===== config.mk =====
export PLATFORM = sky130hd
export DESIGN_NAME = mem_arbiter_flat
export DESIGN_NICKNAME = d
export VERILOG_FILES = /design/src/rtl/mem_arbiter_pkg.sv /design/src/rtl/mem_arbiter_if.sv /design/src/rtl/mem_arbiter_byte_seq.sv /design/src/rtl/mem_arbiter.sv /design/src/flat_wrapper.sv
export SDC_FILE = /design/constraint.sdc
export NUM_CORES = 1
export LEC_CHECK = 0
export ABC_AREA = 0
export CORE_MARGIN = 2
export CORE_UTILIZATION = 48
export CTS_BUF_LIST = sky130_fd_sc_hd__clkbuf_16
export DETAILED_ROUTE_END_ITERATION = 10
export PLACE_DENSITY = 0.86
export SYNTH_ARGS = -nofsm -noshare
export SYNTH_HDL_FRONTEND = slang
export SYNTH_SLANG_ARGS = --single-unit

===== constraint.sdc =====
create_clock -name clk -period 8.5 [get_ports clk]
set_input_delay 1.7 -clock clk [delete_from_list [all_inputs] [get_ports clk]]
set_output_delay 1.7 -clock clk [all_outputs]
set_load 0.01 [all_outputs]

===== src/rtl/mem_arbiter_pkg.sv =====
// Shared types and constants for the RAM port arbiter: FSM states, owner,
// access-length codes and bus widths.
package mem_arbiter_pkg;

  localparam int INST_ADDR_W = 32;  // instruction address bus width
  localparam int INST_W      = 32;  // instruction / data bus width
  localparam int BYTE_W      = 8;   // RAM port width

  typedef enum logic [1:0] {
    ArbIdle,
    ArbRd,
    ArbWr,
    ArbFin
  } arb_state_t;

  typedef enum logic {
    OwnerIf,
    OwnerMem
  } owner_t;

  localparam logic [1:0] LEN_BYTE = 2'b00;
  localparam logic [1:0] LEN_HALF = 2'b01;
  localparam logic [1:0] LEN_WORD = 2'b10;

  // Byte count of an access; the reserved code 11 behaves as a word.
  function automatic logic [2:0] len_to_n(input logic [1:0] len);
    case (len)
      LEN_BYTE: return 3'd1;
      LEN_HALF: return 3'd2;
      default:  return 3'd4;
    endcase
  endfunction

endpackage


===== src/rtl/mem_arbiter_if.sv =====
// Bundle of the fetch, load/store, RAM and stall signals around the arbiter.
// slave = arbiter side, master = pipeline + RAM side.
interface mem_arbiter_if #(
  parameter int ADDR_W = 32
);
  import mem_arbiter_pkg::*;

  logic                  if_req;
  logic [ADDR_W-1:0]     if_addr;
  logic [INST_W-1:0]     if_data;
  logic                  if_done;
  logic                  br;

  logic                  mem_req;
  logic                  mem_we;
  logic [1:0]            mem_len;
  logic [ADDR_W-1:0]     mem_addr;
  logic [INST_W-1:0]     mem_wdata;
  logic [INST_W-1:0]     mem_rdata;
  logic                  mem_done;

  logic [ADDR_W-1:0]     ram_addr;
  logic                  ram_wr;
  logic [BYTE_W-1:0]     ram_dout;
  logic [BYTE_W-1:0]     ram_din;

  logic                  stall;

  modport slave (
    input  if_req, if_addr, br, mem_req, mem_we, mem_len, mem_addr, mem_wdata, ram_din,
    output if_data, if_done, mem_rdata, mem_done, ram_addr, ram_wr, ram_dout, stall
  );

  modport master (
    output if_req, if_addr, br, mem_req, mem_we, mem_len, mem_addr, mem_wdata, ram_din,
    input  if_data, if_done, mem_rdata, mem_done, ram_addr, ram_wr, ram_dout, stall
  );

endinterface


===== src/rtl/mem_arbiter_byte_seq.sv =====
// Byte sequencer: latches base/count/store data on load, steps a byte
// counter, forms base+cnt, selects the outgoing store byte and assembles
// incoming read bytes little-endian into a zero-filled word.
module mem_arbiter_byte_seq
  import mem_arbiter_pkg::*;
#(
  parameter int ADDR_W = 32
) (
  input  logic              clk,
  input  logic              rst,
  input  logic              load,
  input  logic [ADDR_W-1:0] base_in,
  input  logic [2:0]        n_in,
  input  logic [INST_W-1:0] wdata_in,
  input  logic              step,
  input  logic              capture,
  input  logic [BYTE_W-1:0] ram_din,
  output logic [2:0]        cnt,
  output logic [2:0]        n,
  output logic [ADDR_W-1:0] addr,
  output logic [BYTE_W-1:0] wbyte,
  output logic [INST_W-1:0] data
);

  logic [ADDR_W-1:0] base;
  logic [INST_W-1:0] wdata;
  logic [1:0]        cap_lane;

  // The byte arriving now was addressed one cycle ago, so it belongs to lane cnt-1.
  assign cap_lane = cnt[1:0] - 2'd1;
  assign addr     = base + ADDR_W'(cnt);
  assign wbyte    = wdata[{cnt[1:0], 3'b000} +: BYTE_W];

  // Sequencer registers: reload on grant, otherwise count and capture.
  // NOTE: registers use non-blocking assignments so every flop samples pre-edge values.
  always_ff @(posedge clk) begin
    if (rst) begin
      cnt   <= '0;
      n     <= '0;
      base  <= '0;
      wdata <= '0;
      data  <= '0;
    end else if (load) begin
      cnt   <= '0;
      n     <= n_in;
      base  <= base_in;
      wdata <= wdata_in;
      data  <= '0;  // unused upper bytes must read back as zero
    end else begin
      if (step)    cnt <= cnt + 3'd1;
      if (capture) data[{cap_lane, 3'b000} +: BYTE_W] <= ram_din;
    end
  end

endmodule


===== src/rtl/mem_arbiter.sv =====
// Arbiter for the single 8-bit RAM port shared by instruction fetch and
// load/store. MEM has priority; each access runs as N byte transfers and
// ends with a one-cycle done pulse. A branch aborts a fetch in flight.
module mem_arbiter
  import mem_arbiter_pkg::*;
#(
  parameter int ADDR_W = 32
) (
  input  logic           clk,
  input  logic           rst,
  mem_arbiter_if.slave   bus
);

  arb_state_t        state, state_nxt;
  owner_t            owner, owner_nxt;

  logic              load, step, capture;
  logic [ADDR_W-1:0] seq_base;
  logic [2:0]        seq_n;
  logic [INST_W-1:0] seq_wdata;
  logic [2:0]        cnt, n;
  logic [ADDR_W-1:0] seq_addr;
  logic [BYTE_W-1:0] seq_wbyte;
  logic [INST_W-1:0] seq_data;
  logic              if_flush;

  assign if_flush = bus.br && (owner == OwnerIf);

  mem_arbiter_byte_seq #(.ADDR_W(ADDR_W)) u_seq (
    .clk      (clk),
    .rst      (rst),
    .load     (load),
    .base_in  (seq_base),
    .n_in     (seq_n),
    .wdata_in (seq_wdata),
    .step     (step),
    .capture  (capture),
    .ram_din  (bus.ram_din),
    .cnt      (cnt),
    .n        (n),
    .addr     (seq_addr),
    .wbyte    (seq_wbyte),
    .data     (seq_data)
  );

  // State and owner registers.
  always_ff @(posedge clk) begin
    if (rst) begin
      state <= ArbIdle;
      owner <= OwnerIf;
    end else begin
      state <= state_nxt;
      owner <= owner_nxt;
    end
  end

  // Next state, arbitration and sequencer control.
  // NOTE: every output of this block gets a default first, so no path can infer a latch.
  always_comb begin
    state_nxt = state;
    owner_nxt = owner;
    load      = 1'b0;
    step      = 1'b0;
    capture   = 1'b0;
    seq_base  = bus.mem_addr;
    seq_n     = len_to_n(bus.mem_len);
    seq_wdata = bus.mem_wdata;
    case (state)
      ArbIdle: begin
        if (bus.mem_req) begin
          load      = 1'b1;
          owner_nxt = OwnerMem;
          state_nxt = bus.mem_we ? ArbWr : ArbRd;
        end else if (bus.if_req && !bus.br) begin
          load      = 1'b1;
          owner_nxt = OwnerIf;
          seq_base  = bus.if_addr;
          seq_n     = 3'd4;
          seq_wdata = '0;
          state_nxt = ArbRd;
        end
      end
      ArbRd: begin
        if (if_flush) begin
          state_nxt = ArbIdle;
        end else begin
          capture = (cnt != 3'd0);
          if (cnt == n) state_nxt = ArbFin;
          else          step      = 1'b1;
        end
      end
      ArbWr: begin
        step = 1'b1;
        if (cnt == n - 3'd1) state_nxt = ArbFin;
      end
      ArbFin:  state_nxt = ArbIdle;  // requests ignored for one cycle
      default: state_nxt = ArbIdle;
    endcase
  end

  // RAM port and completion outputs, all zero outside their active state.
  always_comb begin
    bus.ram_addr  = '0;
    bus.ram_wr    = 1'b0;
    bus.ram_dout  = '0;
    bus.if_done   = 1'b0;
    bus.if_data   = '0;
    bus.mem_done  = 1'b0;
    bus.mem_rdata = '0;
    case (state)
      ArbRd: begin
        if (cnt != n) bus.ram_addr = seq_addr;
      end
      ArbWr: begin
        bus.ram_wr   = 1'b1;
        bus.ram_addr = seq_addr;
        bus.ram_dout = seq_wbyte;
      end
      ArbFin: begin
        if (owner == OwnerMem) begin
          bus.mem_done  = 1'b1;
          bus.mem_rdata = seq_data;
        end else if (!bus.br) begin
          bus.if_done = 1'b1;
          bus.if_data = seq_data;
        end
      end
      default: ;
    endcase
  end

  assign bus.stall = (bus.if_req & ~bus.if_done & ~bus.br) | (bus.mem_req & ~bus.mem_done);

endmodule

===== src/flat_wrapper.sv =====
// flat-port wrapper written by rule: the top's interface ports become plain ports
module mem_arbiter_flat import mem_arbiter_pkg::*;
#(
  parameter int ADDR_W = 32
)
  (clk, rst, bus_if_req, bus_if_addr, bus_br, bus_mem_req, bus_mem_we, bus_mem_len, bus_mem_addr, bus_mem_wdata, bus_ram_din, bus_if_data, bus_if_done, bus_mem_rdata, bus_mem_done, bus_ram_addr, bus_ram_wr, bus_ram_dout, bus_stall);
  mem_arbiter_if #(.ADDR_W(ADDR_W)) bus_i ();
  input  logic clk;
  input  logic rst;
  input wire logic [$bits(bus_i.if_req)-1:0] bus_if_req;
  input wire logic [$bits(bus_i.if_addr)-1:0] bus_if_addr;
  input wire logic [$bits(bus_i.br)-1:0] bus_br;
  input wire logic [$bits(bus_i.mem_req)-1:0] bus_mem_req;
  input wire logic [$bits(bus_i.mem_we)-1:0] bus_mem_we;
  input wire logic [$bits(bus_i.mem_len)-1:0] bus_mem_len;
  input wire logic [$bits(bus_i.mem_addr)-1:0] bus_mem_addr;
  input wire logic [$bits(bus_i.mem_wdata)-1:0] bus_mem_wdata;
  input wire logic [$bits(bus_i.ram_din)-1:0] bus_ram_din;
  output wire logic [$bits(bus_i.if_data)-1:0] bus_if_data;
  output wire logic [$bits(bus_i.if_done)-1:0] bus_if_done;
  output wire logic [$bits(bus_i.mem_rdata)-1:0] bus_mem_rdata;
  output wire logic [$bits(bus_i.mem_done)-1:0] bus_mem_done;
  output wire logic [$bits(bus_i.ram_addr)-1:0] bus_ram_addr;
  output wire logic [$bits(bus_i.ram_wr)-1:0] bus_ram_wr;
  output wire logic [$bits(bus_i.ram_dout)-1:0] bus_ram_dout;
  output wire logic [$bits(bus_i.stall)-1:0] bus_stall;
  assign bus_i.if_req = bus_if_req;
  assign bus_i.if_addr = bus_if_addr;
  assign bus_i.br = bus_br;
  assign bus_i.mem_req = bus_mem_req;
  assign bus_i.mem_we = bus_mem_we;
  assign bus_i.mem_len = bus_mem_len;
  assign bus_i.mem_addr = bus_mem_addr;
  assign bus_i.mem_wdata = bus_mem_wdata;
  assign bus_i.ram_din = bus_ram_din;
  assign bus_if_data = bus_i.if_data;
  assign bus_if_done = bus_i.if_done;
  assign bus_mem_rdata = bus_i.mem_rdata;
  assign bus_mem_done = bus_i.mem_done;
  assign bus_ram_addr = bus_i.ram_addr;
  assign bus_ram_wr = bus_i.ram_wr;
  assign bus_ram_dout = bus_i.ram_dout;
  assign bus_stall = bus_i.stall;
  mem_arbiter #(.ADDR_W(ADDR_W)) u_core (.clk(clk), .rst(rst), .bus(bus_i));
endmodule

# After elaboration in Yosys (flattened, before gate mapping)
# Index checks and enable logic that the tools add are counted.
# op_classes
addsub,5
eq_ne,10
shifts,3
muxes,42
n_bitwise,8
reduce_logical,10
# op_table
cell,count
$mux W32,12
$pmux W32 S2,1
$add A32 B3 Y32,1
$bwmux W32,1
$shift A8 B7 Y32 const A,1
$shiftx A32 B6 Y8,1
$shiftx A8 B7 Y32,1
$mux W1,15
$mux W2,6
$mux W3,3
$mux W8,1
$pmux W2 S4,1
$neg A5 Y7,1
$eq A3 B3 Y1,2
$pmux W3 S2,1
$eq A2 B1 Y1 const B,2
$eq A2 B2 Y1 const B,2
$logic_not A2 Y1,2
$not A1 Y1,4
$add A3 B1 Y3 const B,1
$and A1 B1 Y1,3
$ne A3 B1 Y1 const B,1
$ne A3 B2 Y1 const B,1
$ne A3 B3 Y1,1
other kinds (12),13
# word_totals
ff_bits,105
in_bits,112
output_inout_bits,108
word_cells,85

# Longest topological paths before layout
# Gate-level depths: netlist of run 1.
# logic_depth
depth_word,7
mapped_depth,8

# Hierarchy
# Synthesis of run 1 repeated with hierarchy kept, for this count alone.
# hier_totals
cells_unflattened,686
hier_area_um2,6204.7
# modules_own_cells
mod,instances,cells_per_inst,area_each_um2,seq_area_each_um2
mem_arbiter_byte_seq,1,447,4490.6,2042.0
mem_arbiter,1,239,1714.1,60.1

# Worst setup path before layout of run 1
# Ideal clock, no wire load.
# synth_timing
path_type,register to output
startpoint,register u_core.u_seq.cnt[1]
endpoint,output port bus_ram_addr[28]
t_arrival_ns,2.503
required_ns,6.800
setup_slack_ns,4.297
path_stages_with_launch,9
cell_sequence,dfxtp_1 -> buf_1 -> inv_1 -> fa_1 -> nand2b_1 -> a2111oi_4 -> nand4_1 -> xor2_1 -> nor2_1
# synth_via
elab_chain_len,3
elab_cells_between_ends,4
# synth_lines
element,line,text
"start, declared",mem_arbiter_byte_seq.sv:18,"output logic [2:0] cnt,"
"start signal, assigned",mem_arbiter_byte_seq.sv:50,if (step) cnt <= cnt + 3'd1;
$add A32 B3 Y32 / $ne A3 B3 Y1 (equally long branches),"mem_arbiter_byte_seq.sv:31, mem_arbiter.sv:112",
$mux W32,mem_arbiter.sv:112,if (cnt != n) bus.ram_addr = seq_addr;
$pmux W32 S2 *,mem_arbiter.sv:110,case (state)
"end, declared",flat_wrapper.sv:23,output wire logic [$bits(bus_i.ram_addr)-1:0] bus_ram_addr;
# Every way passes the cells marked *; elsewhere a longest branch is shown, timed or not.

# Worst setup path after layout of run 1
# layout_timing
startpoint,register u_core.u_seq.cnt[0]
endpoint,output port bus_ram_addr[16]
# Same word-level chain as after synthesis.

==> reports/results.tsv, run 1 <==
stage	metric	value	unit
global_routing	global-route wire length before repair	26.3	mm
global_routing	vias in the first global route	5424	
routing	WL/cell	16.5	µm
sta	RSZ-0062 raised after global routing	no	
routing	via count	5692	
synthesis	Netlist cell types	46	
sta	worst-margin pin slew	1240	ps
routing	DRT antenna net count	0	
routing	Routed WL	16.7	mm
floorplan	die height	114	µm
clock_network	CTS root buf	clkbuf_16	
sta	total negative setup slack	0	ps
clock_network	Setup Fix Bufs, Post-CTS	0	
placed_design	DP Cell Count	998	
sta	Final Skew	7.90	ps
worst_setup_path	CP endpoint kind	primary output	
cells_and_area	share of cells above drive strength 1	5.19	%
global_routing	Total GRT Usage	25.1	%
synthesis	Seq/Total Area, Yosys	36.4	%
worst_setup_path	Worst EP arrival	3910	ps
placed_design	IO buf count	219	
sta	max_slew headroom	17.1	%
synthesis	number of flops mapped to enable cells by yosys	0	
worst_setup_path	CP Launch Type	flip-flop	
floorplan	area of the core	0.0119	mm²
synthesis	Synth Flop Type	dfxtp_1	
synthesis	syn_nets	803	
power_and_ir_drop	worst ir drop on vdd	0.142	mV
sta	# setup viols final	0	
global_routing	initial antenna violation count	0	
worst_setup_path	setup slack, reg-to-reg	5580	ps
global_routing	Remaining Overflow, GRT	0	
sta	Fmax	178	MHz
power_and_ir_drop	static leakage	0.00298	µW
power_and_ir_drop	pwr dens	203	mW/mm²
clock_network	Resize count post-CTS	0	
clock_network	H-tree depth	3	
synthesis	asr flop ratio synth	0	%
clock_network	clock sinks	105	
clock_network	Max clock buf depth	2	
cells_and_area	Layout area overhead	43.8	%
cells_and_area	Final Non-Filler Cells	1014	
cells_and_area	final net count	988	
synthesis	Synth Register Bits	105	
cells_and_area	Final Util	69.9	%
worst_setup_path	crit path kind	flip-flop to primary output	
routing	Initial DRC Count	306	
floorplan	die width	114	µm
sta	Tcrit/Tclk final	66.0	%
sta	setup ws final	2890	ps
cells_and_area	fin area	0.00830	mm²
sta	minimum clock period	5610	ps
floorplan	Die ar.	0.0129	mm²
routing	vias per inst	5.61	
clock_network	TritonCTS clock tree	yes	
placed_design	DP HPWL	12.6	mm
clock_network	clock latency on the worst-skew pair	340	ps
floorplan	Ports	220	
placed_design	placer congestion estimate	0.850	
synthesis	Post-Synthesis Cells	677	
synthesis	Cell Area, Synth	0.00577	mm²
cells_and_area	# diodes	0	
floorplan	Starting Density	48.6	%
clock_network	Worst-path clk slew	70	ps
status	status	finished clean	
clock_network	CTS Buf Count	9	
min_path	Hold Path Class	flip-flop to flip-flop	
sta	Final Hold Viols	0	
global_routing	largest net degree at the start of global routing	67	
placed_design	worst slack at placement	3260	ps
clock_network	Hold Buf Count CTS	0	
worst_setup_path	Critical Path RT	6800	ps
floorplan	Rows	40	
sta	Slew Limit Fails	0	
routing	TritonRoute pass-1 iters	5	
run	max_cap viols	0	
synthesis	Post-Syn Area per Cell	8.52	µm²
synthesis	Syn. warnings	0	
worst_setup_path	Critical Path Fanout Max	17	
placed_design	Post-DP Area	0.00799	mm²
routing	drc violations	0	
cells in the mapped netlist, types with 2 or more instances:
library cell  count  area share [%]
mux4_2            8             3.1
a32oi_1           3            0.46
a211oi_1         35             4.6
and2_1           45             4.9
or3_1             3            0.33
and3_1           37             4.0
buf_2            13             1.1
clkbuf_1         35             2.3
nand2_1          54             3.5
nor2b_1           4            0.43
ha_1             13             2.8
nor3_1            8            0.69
nand4_1          10             1.1
a21oi_1          41             3.6
inv_1            14            0.91
dfxtp_1         105              36
nand2b_1          4            0.43
xnor2_1           9             1.4
o21ai_1           2            0.17
nand3_2           3            0.52
xor2_1           23             3.5
nor2_1           75             4.9
a22o_1           29             4.4
nand3_1          42             3.6
nand4_2           2            0.43
nor3b_1           3            0.39
mux2i_1          33             5.7
o21ai_0           6            0.52
worst max-delay path, cell delays in order (launching register included):
cell and delay [ps]:
dfxtp_1 920, ha_1 300, inv_1 50, fa_1 380, nand2b_1 210, a2111oi_4 640, nand4_1 180, xor2_1 170
nor2_1 110, clkdlybuf4s50_1 580
sequential cells by signal, indices dropped and copies added, names as in the netlist:
register	cells
u_core.u_seq.wdata	32
u_core.state	2
u_core.u_seq.cnt	3
u_core.u_seq.n	3
u_core.owner	1
u_core.u_seq.base	32
u_core.u_seq.data	32
report_power, final:
part	total (µW)	switching, µW	internal, µW
sequential	700	115	585
clock	420	189	231
combinational	567	313	254
cells in the final DEF (no fill, tap or decap), drive strengths merged, types with 2 or more instances in the layout:
cell	n
xor2	23
o21ai	9
ha	13
nand3	45
clkinv	4
nand2	54
xnor2	9
nor3	9
nor4	2
and3	37
a32oi	3
mux4	8
nor2	75
nor2b	4
dfxtp	105
a21oi	42
nand4	12
buf	4
a22o	29
a211oi	36
inv	15
clkbuf	9
clkdlybuf4s50	219
nand2b	4
and2	45
nor3b	3
mux2i	33
or3	3
through the flow:
stage,hold WS [ps],total power [µW]
3_3_place_gp,448,1230
4_1_cts,467,1690
2_1_floorplan,436,1060
5_1_grt,488,1770
3_5_place_dp,459,1270
6_report,464,1690
cell type report:
type | instances | area [µm²]
Multi-Input combinational cell | 509 | 3430
Timing Repair Buffer | 223 | 2220
Clock buffer | 9 | 225
Inverter | 14 | 52.6
Sequential cell | 105 | 2100
Tap cell | 147 | 184
Clock inverter | 7 | 78.8
Fill cell | 940 | 3570
per-layer routing:
| metal | vias up | global-route usage [%] | share of wire, % |
|---|---|---|---|
| met1 | 2654 | 29.8 | 41 |
| met5 | - | 0 | 0 |
| met3 | 34 | 3.45 | 5.6 |
| met2 | 222 | 45.3 | 50 |
| li1 | 2782 | - | - |
| met4 | 0 | 11.2 | 3.0 |
path summary, 6_finish.rpt:
kind,depth (start not counted),to,startpoint
setup / recovery,9,bus_ram_addr[16],u_core.u_seq.cnt[0]$_SDFFE_PP0P_
setup reg to reg,5,u_core.u_seq.wdata[31]$_SDFFE_PP0P_,u_core.state[0]$_SDFFE_PP0P_
hold reg to reg,2,u_core.u_seq.data[3]$_SDFFE_PP0P_,u_core.u_seq.data[3]$_SDFFE_PP0P_
hold / removal,2,u_core.u_seq.data[3]$_SDFFE_PP0P_,u_core.u_seq.data[3]$_SDFFE_PP0P_
kinds of logic (layout without fill, tap and decap cells):
family	count (synthesis)	in the layout	synth area share, %
simple gates	294	294	26.3
compound gates	127	127	15.6
flops	105	105	36.4
buf+inv	63	253	4.38
mux	41	41	8.85
xor+xnor	33	33	5.27
fa+ha+maj	14	14	3.17
(Power assumes the default switching activity.)
==> run 2: changes to the inputs <==
--- a/config.mk
+++ b/config.mk
@@ -7,10 +7,10 @@
 export LEC_CHECK = 0
 export ABC_AREA = 0
 export CORE_MARGIN = 2
-export CORE_UTILIZATION = 48
+export CORE_UTILIZATION = 40
 export CTS_BUF_LIST = sky130_fd_sc_hd__clkbuf_16
 export DETAILED_ROUTE_END_ITERATION = 10
-export PLACE_DENSITY = 0.86
+export PLACE_DENSITY = 0.77
 export SYNTH_ARGS = -nofsm -noshare
 export SYNTH_HDL_FRONTEND = slang
 export SYNTH_SLANG_ARGS = --single-unit
==> constraint.sdc (replaced) <==
create_clock -name clk -period 5 [get_ports clk]
set_input_delay 1 -clock clk [delete_from_list [all_inputs] [get_ports clk]]
set_output_delay 1 -clock clk [all_outputs]
set_load 0.01 [all_outputs]
==> run 2 against run 1 <==
Via count is 4.1% lower. Critical path depth stayed put. Power is 69% higher. Register-to-register slack worse by 2900 ps. Global-route usage is 4.6 points lower. Combinational power is 73% higher. Clock skew is 1.6 ps lower. First-iteration DRC count is 32% lower. Critical endpoint is now bus_ram_addr[28]. Largest cell class unchanged.
==> reports/results.tsv, run 2 (synthesis results as in run 1) <==
stage	metric	value	unit	change
worst_setup_path	R2R depth	5		unchanged
cells_and_area	share of cells above drive strength 1	5.62	%	was 5.19%
clock_network	clock latency on the worst-skew pair	350	ps	was 340 ps
cells_and_area	Final Util	59.8	%	was 69.9%
routing	drc violations	0		unchanged
sta	RSZ-0062 raised after global routing	no		unchanged
power_and_ir_drop	switching part of the total	35.9	%	was 36.6%
routing	vias per inst	5.19		was 5.61
placed_design	DP Cell Count	1036		was 998
clock_network	Max clock buf depth	2		unchanged
floorplan	Die ar.	0.0154	mm²	was 0.0129 mm²
min_path	Hold Path Cell Cnt	2		unchanged
sta	max_slew headroom	18.8	%	was 17.1%
cells_and_area	Register Area	0.00210	mm²	unchanged
clock_network	Hold Buf Count CTS	0		unchanged
cells_and_area	most frequent cells in the layout	219 x clkdlybuf4s50_1, 105 x dfxtp_1, 73 x nor2_1, 54 x nand2_1, 45 x and2_1		unchanged
sta	worst-margin pin slew	1220	ps	was 1240 ps
clock_network	TritonCTS clock tree	yes		unchanged
worst_setup_path	CP Launch Type	flip-flop		unchanged
cells_and_area	# diodes	0		unchanged
sta	Final Skew	6.32	ps	was 7.90 ps
power_and_ir_drop	NetSw	1020	µW	was 617 µW
clock_network	CTS root buf	clkbuf_16		unchanged
power_and_ir_drop	Pwr Total	2840	µW	was 1690 µW
min_path	Hold Path Class	flip-flop to flip-flop		unchanged
cells_and_area	Final Non-Filler Cells	1052		was 1014
sta	minimum clock period	4200	ps	
sta	# setup viols final	0		unchanged
cells_and_area	most common cell after layout, fill and taps aside	clkdlybuf4s50_1		unchanged
worst_setup_path	Worst EP arrival	3200	ps	was 3910 ps
power_and_ir_drop	worst ir drop on vdd	0.212	mV	was 0.142 mV
worst_setup_path	CP endpoint kind	primary output		unchanged
placed_design	placer congestion estimate	0.837		was 0.850
routing	via count	5459		was 5692
placed_design	IO buf count	219		unchanged
worst_setup_path	Reg-to-Reg End	u_core.u_seq.wdata[5]$_SDFFE_PP0P_		was u_core.u_seq.wdata[31]$_SDFFE_PP0P_
floorplan	area of the core	0.0140	mm²	was 0.0119 mm²
routing	WL/cell	15.3	µm	was 16.5 µm
floorplan	Starting Density	41.3	%	was 48.6%
sta	Tcrit/Tclk final	84.0	%	
clock_network	CTS Buf Count	9		unchanged
run	max_cap viols	0		unchanged
routing	Routed WL	16.1	mm	was 16.7 mm
sta	Slew Limit Fails	0		unchanged
power_and_ir_drop	Sequential Power Share	40.9	%	was 41.5%
power_and_ir_drop	Clock power frac	24.7	%	was 24.9%
worst_setup_path	setup slack, reg-to-reg	2690	ps	was 5580 ps
power_and_ir_drop	pwr dens	340	mW/mm²	was 203 mW/mm²
worst_setup_path	crit path kind	flip-flop to primary output		unchanged
global_routing	Total GRT Usage	20.5	%	was 25.1%
global_routing	initial antenna violation count	0		unchanged
clock_network	H-tree depth	3		unchanged
global_routing	Remaining Overflow, GRT	0		unchanged
global_routing	largest net degree at the start of global routing	66		was 67
cells_and_area	final net count	993		was 988
cells_and_area	largest registers	u_core.u_seq.base (32), u_core.u_seq.data (32), u_core.u_seq.wdata (32)		unchanged
routing	Initial DRC Count	209		was 306
worst_setup_path	Critical Path RT	4000	ps	was 6800 ps
clock_network	Setup Fix Bufs, Post-CTS	0		unchanged
worst_setup_path	Critical Path Fanout Max	8		was 17
floorplan	die width	124	µm	was 114 µm
floorplan	Ports	220		unchanged
placed_design	DP HPWL	12.0	mm	was 12.6 mm
power_and_ir_drop	Logic pwr share	34.4	%	was 33.6%
global_routing	vias in the first global route	4905		was 5424
worst_setup_path	worst reg2reg startpoint	u_core.state[0]$_SDFFE_PP0P_		unchanged
cells_and_area	area of the multi-input gates	0.00343	mm²	unchanged
min_path	hold_sp	u_core.u_seq.data[31]$_SDFFE_PP0P_		was u_core.u_seq.data[3]$_SDFFE_PP0P_
cells_and_area	Fill cells	1272		was 940
routing	TritonRoute pass-1 iters	4		was 5
clock_network	Worst-path clk slew	70	ps	about the same
sta	Fmax	238	MHz	
status	status	finished clean		unchanged
sta	total negative setup slack	0	ps	unchanged
global_routing	global-route wire length before repair	24.8	mm	was 26.3 mm
clock_network	Resize count post-CTS	0		unchanged
routing	DRT antenna net count	0		unchanged
floorplan	Rows	43		was 40
floorplan	die height	124	µm	was 114 µm
sta	Final Hold Viols	0		unchanged
power_and_ir_drop	static leakage	0.00300	µW	was 0.00298 µW
power_and_ir_drop	Int Pwr	1820	µW	was 1070 µW
cells_and_area	Layout area overhead	44.9	%	was 43.8%
clock_network	clock sinks	105		unchanged
min_path	Hold Path End	u_core.u_seq.data[31]$_SDFFE_PP0P_		was u_core.u_seq.data[3]$_SDFFE_PP0P_
-- run 2: per-stage QoR --
stage / hold WS, ps / cell area, µm² / setup WS (ps)
after floorplan: 436 / 5770 / 1500
after global placement: 446 / 8070 / 1260
after detailed placement: 454 / 8070 / 1200
after CTS: 463 / 8360 / 796
after global routing: 491 / 8360 / 637
final: 459 / 8360 / 801
-- run 2: final cells by class --
class	count	share of cell area [%]
multi-input combinational	509	41.0
sequential	105	25.1
clock inverter	7	0.823
timing repair buffer	228	27.0
inverter	14	0.628
clock buffer	9	2.69
tap	180	2.69
-- run 2: per-layer routing --
| metal | wire length (µm) | global-route usage, % | up-vias |
|---|---|---|---|
| met5 | 0 | 0 | - |
| met4 | 450 | 8.50 | 0 |
| met3 | 1000 | 4.67 | 31 |
| met2 | 7380 | 33.0 | 157 |
| li1 | - | - | 2781 |
| met1 | 7250 | 26.6 | 2490 |
-- run 2: power groups by stage --
stage                     Combinational, µW  Sequential [µW]  Clock (µW)
after global routing                   1090             1180         747
after floorplan                         681             1130           0
after detailed placement                984             1180           0
final                                   979             1160         702
after global placement                  970             1170           0
after CTS                               987             1160         717
-- run 2: worst max-delay path by stage --
stage / start / endpoint / slack (ps)
finish: u_core.u_seq.base[0]$_SDFFE_PP0P_ / bus_ram_addr[28] / 800
global route: u_core.u_seq.base[0]$_SDFFE_PP0P_ / bus_ram_addr[30] / 640
CTS: u_core.u_seq.base[0]$_SDFFE_PP0P_ / bus_ram_addr[28] / 800
detailed placement: u_core.u_seq.base[0]$_SDFFE_PP0P_ / bus_ram_addr[16] / 1200
global placement: u_core.u_seq.base[0]$_SDFFE_PP0P_ / bus_ram_addr[28] / 1260
floorplan: u_core.u_seq.cnt[1]$_SDFFE_PP0P_ / bus_ram_addr[28] / 1500
-- run 2: critical path, stage by stage (launching register included) --
cell and delay (ps):
dfxtp_1 340, ha_1 180, inv_1 60, fa_1 390, nand2b_1 210, a2111oi_4 660, nand4_1 190, xor2_1 180
nor2_1 90, clkdlybuf4s50_1 560
==> run 3: changes to the inputs <==
--- a/config.mk
+++ b/config.mk
@@ -7,10 +7,10 @@
 export LEC_CHECK = 0
 export ABC_AREA = 0
 export CORE_MARGIN = 2
-export CORE_UTILIZATION = 40
+export CORE_UTILIZATION = 45
 export CTS_BUF_LIST = sky130_fd_sc_hd__clkbuf_16
 export DETAILED_ROUTE_END_ITERATION = 10
-export PLACE_DENSITY = 0.77
+export PLACE_DENSITY = 0.82
 export SYNTH_ARGS = -nofsm -noshare
 export SYNTH_HDL_FRONTEND = slang
 export SYNTH_SLANG_ARGS = --single-unit
==> constraint.sdc (replaced) <==
create_clock -name clk -period 3.9 [get_ports clk]
set_input_delay 0.78 -clock clk [delete_from_list [all_inputs] [get_ports clk]]
set_output_delay 0.78 -clock clk [all_outputs]
set_load 0.01 [all_outputs]
==> run 3 against run 2 <==
Register-to-register slack got worse by 1200 ps. Sequential share of layout area decreased by 0.15 points. Design area rose by 0.61%. Clock skew up 3.0 ps. Power up 29%. Critical path depth rose by 1. Via count increased by 4.9%. Critical path type unchanged. Sequential power rose by 28%. Sequential cell count unchanged. Core utilization increased by 7.2 points. Wire length up 5.3%.
==> reports/results.tsv, run 3 (synthesis results as in run 1) <==
stage	metric	value	unit	change
routing	via count	5728		was 5459
sta	setup ws final	158	ps	was 801 ps
power_and_ir_drop	Pwr Total	3660	µW	was 2840 µW
min_path	hold_sp	u_core.u_seq.data[31]$_SDFFE_PP0P_		unchanged
floorplan	area of the core	0.0126	mm²	was 0.0140 mm²
sta	minimum clock period	3740	ps	
clock_network	CTS Buf Count	9		unchanged
worst_setup_path	Critical Path Max Stage Delay	540	ps	was 660 ps
sta	Slew Limit Fails	0		unchanged
routing	Routed WL	17.0	mm	was 16.1 mm
cells_and_area	most common cell after layout, fill and taps aside	clkdlybuf4s50_1		unchanged
floorplan	Starting Density	45.9	%	was 41.3%
cells_and_area	Fill cells	1007		was 1272
worst_setup_path	WP depth	10		was 9
worst_setup_path	CP top delay family	buffers and inverters		was compound AO/OA/AOI/OAI gates
clock_network	CTS root buf	clkbuf_16		unchanged
routing	DRT antenna net count	0		unchanged
placed_design	placer congestion estimate	0.905		was 0.837
placed_design	DP HPWL	12.8	mm	was 12.0 mm
run	max_cap viols	0		unchanged
power_and_ir_drop	static leakage	0.00313	µW	was 0.00300 µW
sta	Worst Hold Margin	464	ps	was 459 ps
floorplan	die height	117	µm	was 124 µm
worst_setup_path	Critical Path RT	3120	ps	was 4000 ps
clock_network	TritonCTS clock tree	yes		unchanged
sta	# setup viols final	0		unchanged
global_routing	Total GRT Usage	24.1	%	was 20.5%
cells_and_area	share of cells above drive strength 1	6.83	%	was 5.62%
routing	WL/cell	16.1	µm	was 15.3 µm
cells_and_area	# diodes	0		unchanged
worst_setup_path	Critical Path Fanout Max	6		was 8
clock_network	Max clock buf depth	2		unchanged
cells_and_area	Layout area overhead	45.8	%	was 44.9%
worst_setup_path	slowest library cell on the worst path	clkdlybuf4s50_1		was a2111oi_4
worst_setup_path	Buffers & Inverters on Critical Path	3		was 2
global_routing	largest net degree at the start of global routing	66		unchanged
routing	TritonRoute pass-1 iters	5		was 4
cells_and_area	final net count	1000		was 993
floorplan	die width	117	µm	was 124 µm
worst_setup_path	critical path cell sequence	ha_1, inv_1, fa_1, nand2b_2, a2111oi_4, buf_4, nand3_1, xor2_1, nor2_1, clkdlybuf4s50_1		was ha_1, inv_1, fa_1, nand2b_1, a2111oi_4, nand4_1, xor2_1, nor2_1, clkdlybuf4s50_1
clock_network	clock latency on the worst-skew pair	350	ps	about the same
power_and_ir_drop	pwr dens	435	mW/mm²	was 340 mW/mm²
floorplan	Die ar.	0.0137	mm²	was 0.0154 mm²
placed_design	IO buf count	219		unchanged
global_routing	global-route wire length before repair	26.1	mm	was 24.8 mm
sta	max_slew headroom	38.3	%	was 18.8%
clock_network	Worst-path clk slew	80	ps	was 70 ps
status	status	finished clean		unchanged
min_path	Hold Path Class	flip-flop to flip-flop		unchanged
worst_setup_path	worst reg2reg startpoint	u_core.u_seq.cnt[0]$_SDFFE_PP0P_		was u_core.state[0]$_SDFFE_PP0P_
worst_setup_path	R2R depth	6		was 5
sta	Tcrit/Tclk final	95.9	%	
clock_network	H-tree depth	3		unchanged
placed_design	worst slack at placement	314	ps	was 1200 ps
worst_setup_path	CP endpoint kind	primary output		unchanged
cells_and_area	most frequent cells in the layout	214 x clkdlybuf4s50_1, 105 x dfxtp_1, 73 x nor2_1, 54 x nand2_1, 45 x and2_1		was 219 x clkdlybuf4s50_1, 105 x dfxtp_1, 73 x nor2_1, 54 x nand2_1, 45 x and2_1
global_routing	initial antenna violation count	0		unchanged
worst_setup_path	crit path kind	flip-flop to primary output		unchanged
sta	Fmax	267	MHz	
min_path	Hold Path Cell Cnt	2		unchanged
sta	worst-margin pin slew	923	ps	was 1220 ps
power_and_ir_drop	worst ir drop on vdd	0.226	mV	was 0.212 mV
floorplan	Ports	220		unchanged
worst_setup_path	CP Launch Type	flip-flop		unchanged
global_routing	vias in the first global route	5370		was 4905
clock_network	clock sinks	105		unchanged
cells_and_area	largest registers	u_core.u_seq.base (32), u_core.u_seq.data (32), u_core.u_seq.wdata (32)		unchanged
sta	Final Skew	9.33	ps	was 6.32 ps
floorplan	Rows	41		was 43
routing	vias per inst	5.45		was 5.19
global_routing	Remaining Overflow, GRT	0		unchanged
routing	Initial DRC Count	261		was 209
worst_setup_path	Worst setup startpoint	u_core.u_seq.base[0]$_SDFFE_PP0P_		unchanged
sta	Final Hold Viols	0		unchanged
routing	drc violations	0		unchanged
worst_setup_path	Worst EP arrival	2960	ps	was 3200 ps
==> run 3: cell count changes in the layout (fill, tap and decap cells not counted), moves of 2 or more <==
cell	delta
buf_4	+7
dlymetal6s2s_1	+5
clkdlybuf4s50_1	-5
clkinv_1	-2
inv_6	+3
==> run 3: final timing paths <==
| path | endpoint | slack, ps |
|---|---|---|
| hold reg to reg | u_core.u_seq.data[31]$_SDFFE_PP0P_ | 460 |
| hold / removal | u_core.u_seq.data[31]$_SDFFE_PP0P_ | 460 |
| setup / recovery | bus_ram_addr[18] | 160 |
| setup reg to reg | u_core.u_seq.data[10]$_SDFFE_PP0P_ | 1520 |
==> run 3: per-layer routing <==
layer	routed length (µm)	GRT usage, %	vias to the layer above
met4	454	10.4	0
met1	6890	28.8	2681
met2	8610	43.3	221
met3	998	3.19	29
met5	0	0	-
li1	-	-	2797
==> run 3: where the power goes <==
group / leakage (µW) / internal, µW / total, µW / switching (µW)
combinational: 0.00213 / 570 / 1300 / 726
clock: 0.000141 / 444 / 880 / 436
sequential: 0.000859 / 1270 / 1490 / 213
total: 0.00313 / 2290 / 3660 / 1370
==> run 3: final cells by class <==
type	count	area (µm²)	area share, %
flip-flops and latches	105	2100	25.0
multi-input cells	509	3440	40.9
well taps	172	215	2.56
repair buffers	235	2320	27.6
clock inverters	7	57.6	0.684
inverters	14	52.6	0.624
clock buffers	9	225	2.68
==> run 3: worst min-delay path, cell delays in order (launching register included) <==
cell,delay [ps]
dfxtp_1,320
nand2_1,50
a21oi_1,50
==> run 3: per-stage QoR <==
| stage | instances | instance area [µm²] | TNS (ps) | util (%) |
|---|---|---|---|---|
| 3_5_place_dp | 1033 | 8100 | 0 | 64.4 |
| 3_3_place_gp | 1033 | 8100 | 0 | 64.4 |
| 5_1_grt | 1051 | 8420 | -24.8 | 67.0 |
| 6_report | 1051 | 8420 | 0 | 67.0 |
| 2_1_floorplan | 677 | 5770 | 0 | - |
| 4_1_cts | 1051 | 8400 | 0 | 66.8 |
==> run 3: repair_timing <==
item	in CTS	in global routing
resized for setup	0	7
hold buffers	0	0
endpoints found under the setup margin	6	7
setup buffers	2	0
pin swaps	1	0
